<file path="src/rtl/seg7_scan.sv">
// seg7_scan: time-multiplexed, double-buffered hex digit scanner feeding a 7-segment decoder
// Optional feature macro: SEG7_SCAN_LZB_EN (leading-zero blanking)
// Ports:
//   clk         system clock, rising edge
//   rst         synchronous active-high reset
//   value       new hex value, digit k = value[4k+3:4k]
//   load        1-cycle strobe capturing value into the pending buffer
//   blank       per-digit live force-off mask (1 = anode off)
//   digit       nibble of the selected digit
//   an          active-low anode select, at most one bit low
//   frame_start 1-cycle pulse when the scan returns to digit 0
module seg7_scan #(
    parameter int NDIGITS = 4,
    parameter int DIV     = 50000
) (
    input  logic                   clk,
    input  logic                   rst,
    input  logic [4*NDIGITS-1:0]   value,
    input  logic                   load,
    input  logic [NDIGITS-1:0]     blank,
    output logic [3:0]             digit,
    output logic [NDIGITS-1:0]     an,
    output logic                   frame_start
);
    localparam int CW = $clog2(DIV);
    localparam int IW = $clog2(NDIGITS);
    localparam int W  = 4 * NDIGITS;
    logic [CW-1:0]      cnt;
    logic [IW-1:0]      idx, nidx;
    logic [W-1:0]       pend, disp, disp_nx;
    logic [NDIGITS-1:0] sel, sel_nx, lz;
    logic               tick, last, fb;
    // sel is the unblanked scan pattern; an re-applies blank every cycle so it acts live
    always_comb begin
        tick    = cnt == CW'(DIV - 1);
        last    = idx == IW'(NDIGITS - 1);
        fb      = tick && last;
        nidx    = last ? '0 : idx + 1'b1;
        disp_nx = fb ? (load ? value : pend) : disp;
        sel_nx  = tick ? ~(NDIGITS'(1) << nidx) : sel;
    end
`ifdef SEG7_SCAN_LZB_EN
    // digit k is a leading zero when it and every more significant nibble are zero
    always_comb begin
        lz = '0;
        for (int k = 1; k < NDIGITS; k++)
            lz[k] = (disp_nx >> (4 * k)) == '0;
    end
`else
    assign lz = '0;
`endif
    always_ff @(posedge clk) begin
        if (rst) begin
            cnt         <= '0;
            idx         <= IW'(NDIGITS - 1);
            pend        <= '0;
            disp        <= '0;
            sel         <= '1;
            an          <= '1;
            digit       <= '0;
            frame_start <= 1'b0;
        end else begin
            cnt         <= tick ? '0 : cnt + 1'b1;
            if (tick) idx <= nidx;
            if (load) pend <= value;
            disp        <= disp_nx;
            sel         <= sel_nx;
            an          <= sel_nx | blank | lz;
            if (tick) digit <= disp_nx[{nidx, 2'b00} +: 4];
            frame_start <= fb;
        end
    end
endmodule
</file>
<file path="config.mk">
export PLATFORM = sky130hd
export DESIGN_NAME = seg7_scan
export DESIGN_NICKNAME = d
export VERILOG_FILES = /design/src/rtl/seg7_scan.sv
export SDC_FILE = /design/constraint.sdc
export NUM_CORES = 1
export LEC_CHECK = 0
export CAP_MARGIN = 20
export CORE_MARGIN = 2
export CORE_UTILIZATION = 54
export DETAILED_ROUTE_END_ITERATION = 8
export PLACE_DENSITY = 0.78
export SLEW_MARGIN = 15
export SYNTH_ARGS = -nofsm -noshare
export SYNTH_HDL_FRONTEND = slang
export SYNTH_SLANG_ARGS = --single-unit
</file>
<file path="constraint.sdc">
create_clock -name clk -period 2.4 [get_ports clk]
set_input_delay 0.48 -clock clk [delete_from_list [all_inputs] [get_ports clk]]
set_output_delay 0.48 -clock clk [all_outputs]
set_load 0.02 [all_outputs]
</file>
Word-level counts from Yosys, hierarchy flattened
Cells that the tools add are included.

Flip-flop bits (word level): 63. Input port bits: 23.

Add/subtract/negate cells: 2. Equal/unequal tests: 2. Shifts and indexed selects: 2. Mux-type cells: 4. Bitwise gates (word level): 2. Reduce and logical (&&, ||, !) cells: 2.

Operators with widths (number): 16-bit two-way mux (2); 16-bit by 1-bit adder with 16-bit output (second input constant) (1); 16-bit equality test (second input constant) (1); 16-bit by 5-bit variable part select with 4-bit output (1); 4-bit two-way mux (1); 4-bit inverter (1); 4-bit bitwise OR (1); 1-bit by 2-bit << shifter with 4-bit output (first input constant) (1); 2-bit by 1-bit adder with 2-bit output (second input constant) (1); 2-bit equality test (second input constant) (1); 2-bit two-way mux (1); 2-bit OR reduction (1); 1-bit logical AND (1).

Depth between registers and ports, before layout
Depth after elaboration: 6. Depth in mapped cells: 8. Gate-level depth less buffers: 6.

Worst setup path after synthesis
Ideal clock, no wire load.

Path kind: register to register. Start point: reg cnt[4]. End point: reg digit[3]. Library setup time: 91 ps. Arrival time: 2021 ps. Required time: 2309 ps. Setup slack: 288 ps. Stages on the path, launching flop included: 8. Buffers on the path: 2. Period minus slack after synthesis: 2112 ps. Path through: dfxtp_1 -> or4b_4 -> or4_4 -> buf_6 -> buf_8 -> a21oi_2 -> a21oi_1 -> a311oi_1.

Word-level cells in the longest chain between the ends: 4.

RTL lines: start, declared (RTL line 28) `logic [CW-1:0] cnt;`; start signal, assigned (RTL line 63) `cnt <= tick ? '0 : cnt + 1'b1;`; 16-bit equality test * (RTL line 35) `tick = cnt == CW'(DIV - 1);`; 1-bit logical AND (RTL line 37) `fb = tick && last;`; 16-bit two-way mux (RTL line 39) `disp_nx = fb ? (load ? value : pend) : disp;`; 16-bit by 5-bit variable part select with 4-bit output (RTL line 69) `if (tick) digit <= disp_nx[{nidx, 2'b00} +: 4];`; end signal, assigned (RTL line 69); end, declared (RTL line 21) `output logic [3:0] digit,`.

Every way passes the cells marked *; elsewhere a longest branch is shown, timed or not. A chain may end at the register's enable or synchronous reset.

Worst setup path in the final report
Start point: reg cnt[4]. End point: reg an[3].

Word-level cells in the longest chain between the ends: 3.

RTL lines: 16-bit equality test (RTL line 35); 4-bit two-way mux (RTL line 40) `sel_nx = tick ? ~(NDIGITS'(1) << nidx) : sel;`; 4-bit bitwise OR (RTL line 68) `an <= sel_nx | blank | lz;`; end signal, assigned (RTL line 68); end, declared (RTL line 22) `output logic [NDIGITS-1:0] an,`.

Every way passes these cells.

==> flow_metrics.py <==
metrics = {
    "global_routing": {
        "gr-total-overflow": 0,
        "grt_max_degree": 36,
        "grt_util_all_layers_pct": 20.2,
        "grt_first_pass_wirelength_um": 8180,
        "initial_antenna_violation_count": 0,
        "number_of_global_route_vias_before_repair": 1833,
    },
    "critical_path": {
        "crit_path_max_fanout": 14,
        "timing.critical_path.to": "an[3]",
        "worst_ep_arrival_time_ns": 2.50,
        "worst_ep_required_time_ns": 2.63,
        "r2r_start": "cnt[4]",
        "reg2reg_to": "an[3]",
        "setup.worst_path.class": "reg -> reg",
        "endpoint_kind": "flop",
        "startpoint_type": "flop",
        "reg2reg_depth": 6,
        "reg2reg_slack_ns": 0.13,
        "cp-startpoint": "cnt[4]",
    },
    "sta": {
        "slew_headroom_pct": 66.5,
        "setup-violations-final": 0,
        "max_clock_freq_ghz": 0.441,
        "worst_clock_skew_ns": 0.00872,
        "timing.setup.tns_ns": 0,
        "least_margin_pin_slew_ns": 0.498,
        "final_critical_path_setup_slack_ns": 0.130,
        "post-route-period-util_pct": 94.6,
        "drv_slew": 0,
        "finalCriticalPeriod_ns": 2.27,
        "report.final.hold_viol_count": 0,
        "grt_setup_unrepaired": "no",
    },
    "floorplanning": {
        "row_count": 25,
        "die_area_sq_um": 5330,
        "num_io_pins": 32,
        "die_y_um": 73.0,
        "start_util_pct": 55.2,
        "placeableCoreArea_sq_um": 4660,
        "die_x_um": 73.0,
    },
    "drt": {
        "wl_um": 4790,
        "detailed_routing_iteration_count_for_the_pre_antenna_repair_pass": 4,
        "detail_route.iter0.violations": 67,
        "vias_per_cell": 5.22,
        "wire_per_inst_um": 13.0,
        "num_vias": 1926,
        "route.antenna.remaining_nets": 0,
        "drc_errors": 0,
    },
    "clock_tree": {
        "clock_sinks": 63,
        "insertion_delay_of_the_later_clocked_pin_in_the_worst_skew_pair_ns": 0.34,
        "tritoncts": "yes",
        "clk_transition_reported_paths_ns": 0.07,
        "inserted_clock_buffers": 9,
        "clk_root_buffer_cell": "sky130_fd_sc_hd__clkbuf_8",
        "cts_h_tree_depth": 3,
        "clock_tree.buffer_depth": 2,
        "cts_hold_buf": 0,
    },
    "yosys": {
        "syn-mean-instance-area_sq_um": 9.57,
        "postSynthRegisterBits": 63,
        "post_synthesis_instance_area_sq_um": 2570,
        "dominantRegCellSynth": "sky130_fd_sc_hd__dfxtp_1",
        "syn_inst": 269,
        "synth.net_count": 298,
        "ys_seq_area_share_pct": 49.0,
        "synth.yosys.warnings": 0,
        "synth.lib_cells_used.distinct": 36,
        "async_reset_ff_share_pct": 0,
        "synth_edf_count": 0,
    },
    "layout": {
        "n_fill_cell": 377,
        "area_growth_pct": 23.9,
        "final_cell_count_no_fill": 369,
        "layout-drive-gt1-share_pct": 12.7,
        "fin_nets": 339,
        "final-seq-area_sq_um": 1260,
        "multi_input_comb_area_sq_um": 1190,
        "postLayoutCoreUtil_pct": 68.4,
        "n_antenna_cell": 0,
    },
    "power_and_ir_drop": {
        "p_leak_nw": 1.25,
        "total_power_w": 0.00214,
        "power_density_nw_per_um2": 672,
        "maximum_vdd_drop_mv": 0.327,
    },
    "placed_design": {
        "portBuffers": 31,
        "post-dp-hpwl_um": 3100,
        "dp_slack_ns": 0.153,
        "dpl.cell_count": 345,
        "placer_congestion": 0.768,
    },
    "flow_run": {
        "drv_cap": 0,
    },
    "worst_hold_path": {
        "hold_class": "reg -> reg",
    },
    "status": {
        "status": "finished, final reports clean",
    },
}
## Yosys cell counts, types with 2 or more instances
cell type | number | share of area (%)
sky130_fd_sc_hd__nand4_1 | 4 | 0.97
sky130_fd_sc_hd__xor2_1 | 7 | 2.4
sky130_fd_sc_hd__xnor2_1 | 5 | 1.7
sky130_fd_sc_hd__nand2_1 | 13 | 1.9
sky130_fd_sc_hd__o32ai_1 | 3 | 1.0
sky130_fd_sc_hd__dfxtp_1 | 63 | 49
sky130_fd_sc_hd__a211oi_1 | 9 | 2.6
sky130_fd_sc_hd__nor2_1 | 55 | 8.0
sky130_fd_sc_hd__buf_1 | 2 | 0.29
sky130_fd_sc_hd__clkbuf_1 | 6 | 0.87
sky130_fd_sc_hd__nor3_1 | 4 | 0.78
sky130_fd_sc_hd__o21ai_0 | 3 | 0.58
sky130_fd_sc_hd__or3_1 | 3 | 0.73
sky130_fd_sc_hd__mux2_2 | 3 | 1.3
sky130_fd_sc_hd__o211ai_1 | 7 | 2.0
sky130_fd_sc_hd__ha_1 | 6 | 2.9
sky130_fd_sc_hd__and2_1 | 8 | 1.9
sky130_fd_sc_hd__a21oi_1 | 6 | 1.2
sky130_fd_sc_hd__nand3_1 | 6 | 1.2
sky130_fd_sc_hd__nor4_4 | 2 | 1.7
sky130_fd_sc_hd__mux2i_1 | 20 | 7.8
sky130_fd_sc_hd__or2_2 | 5 | 1.2
sky130_fd_sc_hd__inv_1 | 11 | 1.6
sky130_fd_sc_hd__buf_2 | 3 | 0.58
sky130_fd_sc_hd__o221ai_1 | 3 | 1.0
sky130_fd_sc_hd__nand4bb_1 | 2 | 0.87
## per-layer routing
metal | wire [um] | GRT usage (%) | vias to the layer above | part of all wire (%)
li1 | - | - | 1002 | -
met1 | 2250 | 24.6 | 873 | 47
met2 | 2240 | 31.0 | 38 | 47
met3 | 188 | 5.39 | 13 | 3.9
met4 | 112 | 13.8 | 0 | 2.3
met5 | 0 | 0 | - | 0
## how the worst min path moves through the flow
stage,to,startpoint,slack (ns),cells after the start
final,cnt[0],cnt[0],0.48,1
after global routing,cnt[0],cnt[0],0.48,1
after CTS,cnt[0],cnt[0],0.48,1
after detailed placement,cnt[0],cnt[0],0.46,1
after global placement,cnt[0],cnt[0],0.45,1
after floorplan,cnt[0],cnt[0],0.43,1
## critical path: stages, from the launching register on
cell and delay, ns:
sky130_fd_sc_hd__dfxtp_1 0.34, sky130_fd_sc_hd__or4b_4 0.59, sky130_fd_sc_hd__or4_4 0.60, sky130_fd_sc_hd__buf_4 0.18
sky130_fd_sc_hd__nand2_1 0.06, sky130_fd_sc_hd__o211ai_1 0.10, sky130_fd_sc_hd__or2_2 0.29
## repair_timing
action,CTS,global route
buffers inserted,0,8
gates resized for setup,0,0
endpoints found under the setup margin,0,3
## cells in the final DEF, fill, tap and decap left out, types with 3 or more instances in the layout
| cell type | instances |
|---|---|
| sky130_fd_sc_hd__a211oi_1 | 9 |
| sky130_fd_sc_hd__a21oi_1 | 6 |
| sky130_fd_sc_hd__and2_1 | 8 |
| sky130_fd_sc_hd__buf_4 | 12 |
| sky130_fd_sc_hd__clkbuf_1 | 3 |
| sky130_fd_sc_hd__clkbuf_8 | 9 |
| sky130_fd_sc_hd__clkdlybuf4s50_1 | 31 |
| sky130_fd_sc_hd__dfxtp_1 | 63 |
| sky130_fd_sc_hd__ha_1 | 6 |
| sky130_fd_sc_hd__inv_1 | 11 |
| sky130_fd_sc_hd__mux2_2 | 3 |
| sky130_fd_sc_hd__mux2i_1 | 20 |
| sky130_fd_sc_hd__nand2_1 | 13 |
| sky130_fd_sc_hd__nand3_1 | 6 |
| sky130_fd_sc_hd__nand4_1 | 4 |
| sky130_fd_sc_hd__nor2_1 | 55 |
| sky130_fd_sc_hd__nor3_1 | 4 |
| sky130_fd_sc_hd__o211ai_1 | 7 |
| sky130_fd_sc_hd__o21ai_0 | 3 |
| sky130_fd_sc_hd__o221ai_1 | 3 |
| sky130_fd_sc_hd__o32ai_1 | 3 |
| sky130_fd_sc_hd__or2_2 | 5 |
| sky130_fd_sc_hd__or3_1 | 3 |
| sky130_fd_sc_hd__xnor2_1 | 5 |
| sky130_fd_sc_hd__xor2_1 | 7 |
## report_power, final
| group | switching (W) | internal [W] |
|---|---|---|
| sequential | 0.00000858 | 0.00107 |
| clock | 0.000385 | 0.000582 |
| combinational | 0.0000439 | 0.0000564 |
## registers in the layout (all words and copies together), names as in the netlist
register	flops
pend	16
an	4
disp	16
idx	2
cnt	16
frame_start	1
sel	4
digit	4
## final cells by class
| type | instances | area share [%] |
|---|---|---|
| clock inverter | 4 | 2.20 |
| tap | 54 | 2.12 |
| clock buffer | 12 | 4.24 |
| multi-input combinational | 181 | 37.4 |
| sequential | 63 | 39.6 |
| inverter | 11 | 1.30 |
| timing repair buffer | 44 | 13.2 |
## kinds of logic (layout without fill, tap and decap cells)
kind of cell,Yosys count,after routing,share of synthesized area (%)
AND/OR/NAND/NOR,106,106,20.8
flip-flops,63,63,49.0
AO/OA/AOI/OAI,34,34,9.48
buffers and inverters,25,71,4.67
multiplexers,23,23,9.09
XOR/XNOR,12,12,4.08
adder cells (fa/ha/maj),6,6,2.92
## stage by stage
stage,instance area (sq um),hold WS [ns]
6_report,3190,0.478
5_1_grt,3190,0.483
4_1_cts,3130,0.480
3_5_place_dp,2920,0.462
3_3_place_gp,2920,0.447
2_1_floorplan,2570,0.430
No activity file was read; power rests on OpenSTA's default activity.
